--- src/rtl/led_bank_ctrl_pkg.sv ---
// Shared definitions for the LED bank controller: channel mode encodings and width helpers.
package led_bank_ctrl_pkg;

    localparam int MODE_W = 2;

    typedef enum logic [MODE_W-1:0] {
        LED_OFF   = 2'd0,
        LED_ON    = 2'd1,
        LED_BLINK = 2'd2,
        LED_PWM   = 2'd3
    } led_mode_e;

    // Index width that never collapses to zero bits for single-entry ranges.
    function automatic int idx_w(input int n);
        return (n > 1) ? $clog2(n) : 1;
    endfunction

endpackage

--- src/rtl/led_prescaler.sv ---
// Free-running divider producing a single-cycle tick every TICK_DIV clocks.
module led_prescaler #(
    parameter int TICK_DIV = 50000
) (
    input  logic clk,
    input  logic rst_n,
    output logic tick
);

    localparam int CW = $clog2(TICK_DIV);
    localparam logic [CW-1:0] LAST = CW'(TICK_DIV - 1);

    logic [CW-1:0] cnt;

    always_ff @(posedge clk or negedge rst_n) begin
        if (!rst_n)
            cnt <= '0;
        else if (cnt == LAST)
            cnt <= '0;
        else
            cnt <= cnt + 1'b1;
    end

    assign tick = (cnt == LAST);

endmodule

--- src/rtl/led_bank_ctrl.sv ---
// Per-channel LED mode controller (off/on/blink/PWM) with registered active-low outputs.
module led_bank_ctrl
    import led_bank_ctrl_pkg::*;
#(
    parameter int NUM_LEDS    = 4,
    parameter int TICK_DIV    = 50000,
    parameter int PWM_BITS    = 8,
    parameter int BLINK_TICKS = 250,
    localparam int CH_W       = idx_w(NUM_LEDS)
) (
    input  logic                clk,
    input  logic                rst_n,
    input  logic                wr_en,
    input  logic [CH_W-1:0]     wr_ch,
    input  logic [MODE_W-1:0]   wr_mode,
    input  logic [PWM_BITS-1:0] wr_duty,
    output logic                tick,
    output logic [NUM_LEDS-1:0] led_n
);

    localparam int BW = idx_w(BLINK_TICKS);
    localparam logic [BW-1:0] BLINK_LAST = BW'(BLINK_TICKS - 1);

    logic                               tick_i;
    logic                               wr_ok;
    logic [NUM_LEDS-1:0][MODE_W-1:0]    mode_q;
    logic [NUM_LEDS-1:0][PWM_BITS-1:0]  duty_q;
    logic [PWM_BITS-1:0]                pwm_cnt;
    logic [BW-1:0]                      blink_cnt;
    logic                               blink_ph;
    logic [NUM_LEDS-1:0]                lit;

    led_prescaler #(.TICK_DIV(TICK_DIV)) u_pre (
        .clk   (clk),
        .rst_n (rst_n),
        .tick  (tick_i)
    );

    assign tick  = tick_i;
    // Only matters for non-power-of-two builds where the index can exceed the bank.
    assign wr_ok = wr_en && (int'(wr_ch) < NUM_LEDS);

    always_ff @(posedge clk or negedge rst_n) begin
        if (!rst_n) begin
            mode_q <= '0;
            duty_q <= '0;
        end else if (wr_ok) begin
            mode_q[wr_ch] <= wr_mode;
            duty_q[wr_ch] <= wr_duty;
        end
    end

    always_ff @(posedge clk or negedge rst_n) begin
        if (!rst_n)
            pwm_cnt <= '0;
        else if (tick_i)
            pwm_cnt <= pwm_cnt + 1'b1;
    end

    // Single phase shared by every channel keeps all blinking LEDs in step.
    always_ff @(posedge clk or negedge rst_n) begin
        if (!rst_n) begin
            blink_cnt <= '0;
            blink_ph  <= 1'b0;
        end else if (tick_i) begin
            if (blink_cnt == BLINK_LAST) begin
                blink_cnt <= '0;
                blink_ph  <= ~blink_ph;
            end else begin
                blink_cnt <= blink_cnt + 1'b1;
            end
        end
    end

    for (genvar i = 0; i < NUM_LEDS; i++) begin : g_ch
        always_comb begin
            lit[i] = 1'b0;
            case (led_mode_e'(mode_q[i]))
                LED_OFF:   lit[i] = 1'b0;
                LED_ON:    lit[i] = 1'b1;
                LED_BLINK: lit[i] = blink_ph;
                LED_PWM:   lit[i] = (pwm_cnt < duty_q[i]);
                default:   lit[i] = 1'b0;
            endcase
        end
    end

    always_ff @(posedge clk or negedge rst_n) begin
        if (!rst_n)
            led_n <= '1;
        else
            led_n <= ~lit;
    end

endmodule

--- config.mk ---
export PLATFORM = sky130hd
export DESIGN_NAME = led_bank_ctrl
export DESIGN_NICKNAME = d
export VERILOG_FILES = /design/src/rtl/led_bank_ctrl_pkg.sv /design/src/rtl/led_prescaler.sv /design/src/rtl/led_bank_ctrl.sv
export SDC_FILE = /design/constraint.sdc
export NUM_CORES = 1
export LEC_CHECK = 0
export ABC_CLOCK_PERIOD_IN_PS = 1800
export BUFFER_PORTS_ARGS = -buffer_cell sky130_fd_sc_hd__buf_2
export CORE_MARGIN = 1.5
export CORE_UTILIZATION = 61
export DETAILED_ROUTE_END_ITERATION = 8
export GPL_TIMING_DRIVEN = 0
export PLACE_DENSITY = 0.79
export REMOVE_ABC_BUFFERS = 1
export SLEW_MARGIN = 20
export SYNTH_ARGS = -nofsm -noshare
export SYNTH_HDL_FRONTEND = slang
export SYNTH_SLANG_ARGS = --single-unit
--- constraint.sdc ---
create_clock -name clk -period 1.8 [get_ports clk]
set_input_delay 0.18 -clock clk [delete_from_list [all_inputs] [get_ports clk]]
set_output_delay 0.18 -clock clk [all_outputs]
set_load 0.03 [all_outputs]
# After elaboration in Yosys (flattened, before gate mapping)
# Cells that the tools add are included.
# W data, S select, Z words.
[word_totals]
ramBits = 0
mem_bits_ro = 0
latchBits = 0
elab_cells = 56
register_bits = 77
mem_count = 0
[classes]
shifts = 0
div = 0
eq_ne = 14
n_bitwise = 2
mul = 0
n_reduce_logical = 6
order_cmp = 6
mux = 12
add_sub_neg = 3
[ops]
columns = ["op", "n"]
rows = [
  ["$bwmux W32", 1],
  ["$lt A8 B8 Y1", 4],
  ["$add A16 B1 Y16 const B", 1],
  ["$add A8 B1 Y8 const B", 2],
  ["$demux W8 S2", 1],
  ["$eq A16 B16 Y1 const B", 1],
  ["$eq A2 B2 Y1 const B", 8],
  ["$mux W16", 1],
  ["$mux W8", 2],
  ["$pmux W1 S4", 4],
  ["$bwmux W8", 1],
  ["$eq A2 B1 Y1 const B", 4],
  ["$eq A8 B8 Y1 const B", 1],
  ["$logic_not A2 Y1", 4],
  ["$demux W2 S2", 1],
  ["$not A4 Y4", 1],
  ["$lt A2 B3 Y1 const B", 1],
  ["$ge A2 B1 Y1 const B", 1],
  ["$mux W2", 1],
  ["$reduce_and A2 Y1", 1],
  ["$logic_and A1 B1 Y1", 1],
  ["$not A1 Y1", 1],
]

# Logic depth before layout (Yosys ltp)
[logic_depth]
depth_word = 5
ltp_mapped = 7

# Hierarchy
# Synthesis repeated with hierarchy kept, for this count alone.
[hier_totals]
cells_unflattened = 350
hier_area_um2 = 3945.0
[by_module_without_submodules]
columns = ["module", "n_inst", "area_per_inst_um2", "cells_each"]
rows = [
  ["led_bank_ctrl", 1, 3183.1, 283],
  ["led_prescaler", 1, 762.0, 67],
]

# Least setup slack after synthesis
# OpenSTA, ideal clock, no wires.
[synth_path]
path_kind = "register to register"
start = "register u_pre.cnt[0]"
end = "register blink_cnt[1]"
n_path_buf = 1
synth_period_minus_slack_ns = 1.524
t_arrival_ns = 1.449
path_slack_ns = 0.276
stages_incl_launch_ff = 7
cell_sequence = "dfrtp_1 > ha_1 > and3_1 > nand4_1 > buf_6 > or3_1 > o21ai_2"
[synth_between]
elab_chain_len = 1
[synth_rtl]
columns = ["element", "line", "rtl"]
rows = [
  ["start, declared", "led_prescaler.sv:13", "logic [CW-1:0] cnt;"],
  ["start signal, assigned", "led_prescaler.sv:21", "cnt <= cnt + 1'b1;"],
  ["$eq A16 B16 Y1", "led_prescaler.sv:24", "assign tick = (cnt == LAST);"],
  ["end signal, assigned", "led_bank_ctrl.sv:70", "blink_cnt <= blink_cnt + 1'b1;"],
  ["end, declared", "led_bank_ctrl.sv:29", "logic [BW-1:0] blink_cnt;"],
]
# No other way between the ends.
# A chain may end at the register's enable or synchronous reset.

# Worst setup path after layout
[layout_path]
start = "register u_pre.cnt[4]"
end = "output port tick"
[layout_between]
elab_chain_len = 1
[layout_rtl]
columns = ["element", "line", "rtl"]
rows = [
  ["$eq A16 B16 Y1", "led_prescaler.sv:24", ""],
  ["end, declared", "led_bank_ctrl.sv:17", "output logic tick,"],
]
# No other way between the ends.

==> reports/results.tsv <==
metric	value	unit
gp_congestion	0.821	
yosysSeqAreaShare	0.484	
start_util	0.629	
dp_cells	450	
antenna_cells	0	
dp_hpwl	5.19	mm
die_area	0.00704	mm2
async_flop_share	1.00	
die_w	83.9	um
post-route-util	0.715	
outcome	finished, violations left	
drc_errors	0	
clock_skew	0.0137	ns
initialDrtViolationCount	193	
finalCriticalPeriod	1.80	ns
firstDrtPassIters	4	
tightest_slew	1.08	ns
ys_types	50	
cp_data_arrival_time	1.62	ns
track_usage	0.246	
die_h	83.9	um
cts_root_buffer	clkbuf_8	
final_cells	482	
grt-busiest-layer	met2	
drt-total-wl	7.99	mm
grt_pass1_wl	13.4	mm
power.internal	0.00284	W
synth_area	0.00399	mm2
hold_path.class	in -> reg	
finalSetupViolCount	1	
synth_edf_count	0	
cts_tree	yes	
gr-usage-met3	0.0692	
power_density	858	mW/mm2
clock_latency	0.36	ns
clkPwrFrac	0.332	
overflow	0	
critPathRequiredTime	1.62	ns
syn-instance-count	359	
grt.met2_usage	0.369	
grt_max_degree	49	
drive_gt1_frac	0.252	
ios	20	
synth_top_cell_area_share	0.458	
ys_ff_latch	77	
slew_headroom	0.280	
grtUsageMet1	0.348	
wl_per_cell	16.6	um
max-cap-violations	0	
pwr-share-comb	0.148	
startpoint_type	register	
num_vias	2769	
ant_nets	0	
core_area	0.00635	mm2
syn_area_per_cell	11.1	um2
fmax	0.555	GHz
criticalPathCategory	reg -> out	
clk_pin_slew	0.08	ns
pwr-share-seq	0.520	
leakage	2.21	nW
peakVddDrop	0.570	mV
htreeDepth	3	
yosysMostFrequentCell	dfrtp_1	
tns	-0.000507	ns
syn2layout_area_growth	13.7	%
row_count	29	
nets	447	
cts_sinks	77	
first_global_vias	2728	
fin_ws	-0.000507	ns
antenna_found_initial	0	
numCtsBuffers	9	
synth_top_area_cell	dfrtp_1	
placement.io_buffers	19	
synthFlopType	dfrtp_1	
power.switching	0.00106	W
violations	negative setup slack	
vias_per_cell	5.74	
synthTopCellsByArea	dfrtp_1 (46%), ha_1 (10%), mux2_2 (9.3%)	
drv_slew	0	
ys_warn_count	0	
finalHoldViolations	0	
synth_common_cells	dfrtp_1 (73), inv_1 (33), mux2_2 (33), ha_1 (32), nand2_1 (27)	
grt_setup_unrepaired	true	
regToRegSetupSlack	0.02	ns
sw_frac_of_total	0.272	
cp_max_fo	2	
end_kind	output port	
fillers	433	
clockBufferDepth	2	
fin_crit_sh	1.00	
==> critical path, stage by stage (launching register included) <==
cell and delay, ns:
dfrtp_2 0.44, nor4b_4 0.33, nand4_1 0.12, buf_4 0.18
inv_4 0.07, buf_6 0.13
==> cell usage in the layout, fill, tap and decap left out, drive strengths merged, types with 4 or more instances in the layout <==
cell type	n
nand3b	4
buf	34
clkbuf	10
mux2	34
nand4	9
nand3	15
xor2	7
nor2	15
mux2i	4
a21oi	10
nor3	4
dfstp	4
nand2	27
xnor2	11
and3	7
inv	34
o31ai	6
dfrtp	73
o21ai	23
ha	32
==> flip-flops by register name, indices dropped and copies added (netlist names) <==
| register | cells |
|---|---|
| blink_cnt | 8 |
| u_pre.cnt | 16 |
| led_n | 4 |
| pwm_cnt | 8 |
| blink_ph | 1 |
| mode_q | 8 |
| duty_q | 32 |
==> path summary, 6_finish.rpt <==
| kind | start | end | cells past startpoint |
|---|---|---|---|
| setup / recovery | u_pre.cnt[4] | tick | 5 |
| hold / removal | wr_duty[2] | duty_q[2] | 3 |
| setup reg to reg | u_pre.cnt[4] | blink_cnt[6] | 7 |
| hold reg to reg | u_pre.cnt[15] | u_pre.cnt[15] | 1 |
| max in group asynchronous | rst_n | led_n[2] | 3 |
| min in group asynchronous | rst_n | mode_q[1] | 2 |
==> kinds of logic (layout without fill, tap and decap cells) <==
logic type / count (synthesis) / after routing / share of synthesized area
adders and majority gates: 32 / 32 / 0.100
AOI/OAI and AO/OA: 53 / 53 / 0.0852
DFF: 77 / 77 / 0.484
xor gates and xnor gates: 18 / 18 / 0.0395
buffers and inverters: 40 / 85 / 0.0417
and+or+nand+nor: 101 / 102 / 0.144
muxes: 38 / 38 / 0.106
==> power by group through the flow <==
stage / Sequential [W] / Combinational (W) / Clock [W]
detailed placement: 0.00206 / 0.000575 / 0
finish: 0.00202 / 0.000577 / 0.00129
global route: 0.00205 / 0.000649 / 0.00139
global placement: 0.00205 / 0.000538 / 0
floorplan: 0.00208 / 0.000350 / 0
CTS: 0.00202 / 0.000584 / 0.00131
==> routing by layer <==
layer	vias to the layer above	wire length, um
li1	1345	-
met3	11	332
met1	1362	3730
met2	51	3800
met5	-	0
met4	0	123
==> repair_timing <==
| action | 4_1_cts | 5_1_grt |
|---|---|---|
| resized for setup | 10 | 3 |
| pin swaps | 3 | 6 |
| hold endpoints to repair | 26 | 0 |
| setup endpoints to repair | 29 | 23 |
| cloned | 1 | 0 |
| setup buffers | 6 | 8 |
| hold buffers | 1 | 0 |
==> stage by stage <==
step	instance area (um2)	total power (W)	hold WS, ns	setup slack [ns]
finish	4540	0.00389	0.0833	-0.000507
global route	4540	0.00409	0.0916	-0.0474
CTS	4460	0.00392	0.0704	-0.0437
detailed placement	4180	0.00263	0.140	-0.950
global placement	4150	0.00258	0.433	-0.938
floorplan	3950	0.00243	-0.116	-0.474
==> cell type report <==
| cell class | instances | area [um2] | share of cell area |
|---|---|---|---|
| Tap cell | 77 | 96.3 | 0.0212 |
| Inverter | 34 | 130 | 0.0287 |
| Timing Repair Buffer | 35 | 254 | 0.0560 |
| Clock buffer | 10 | 128 | 0.0281 |
| Clock inverter | 6 | 63.8 | 0.0141 |
| Multi-Input combinational cell | 243 | 1930 | 0.426 |
| Sequential cell | 77 | 1930 | 0.426 |
No activity file was read; power rests on OpenSTA's default activity.
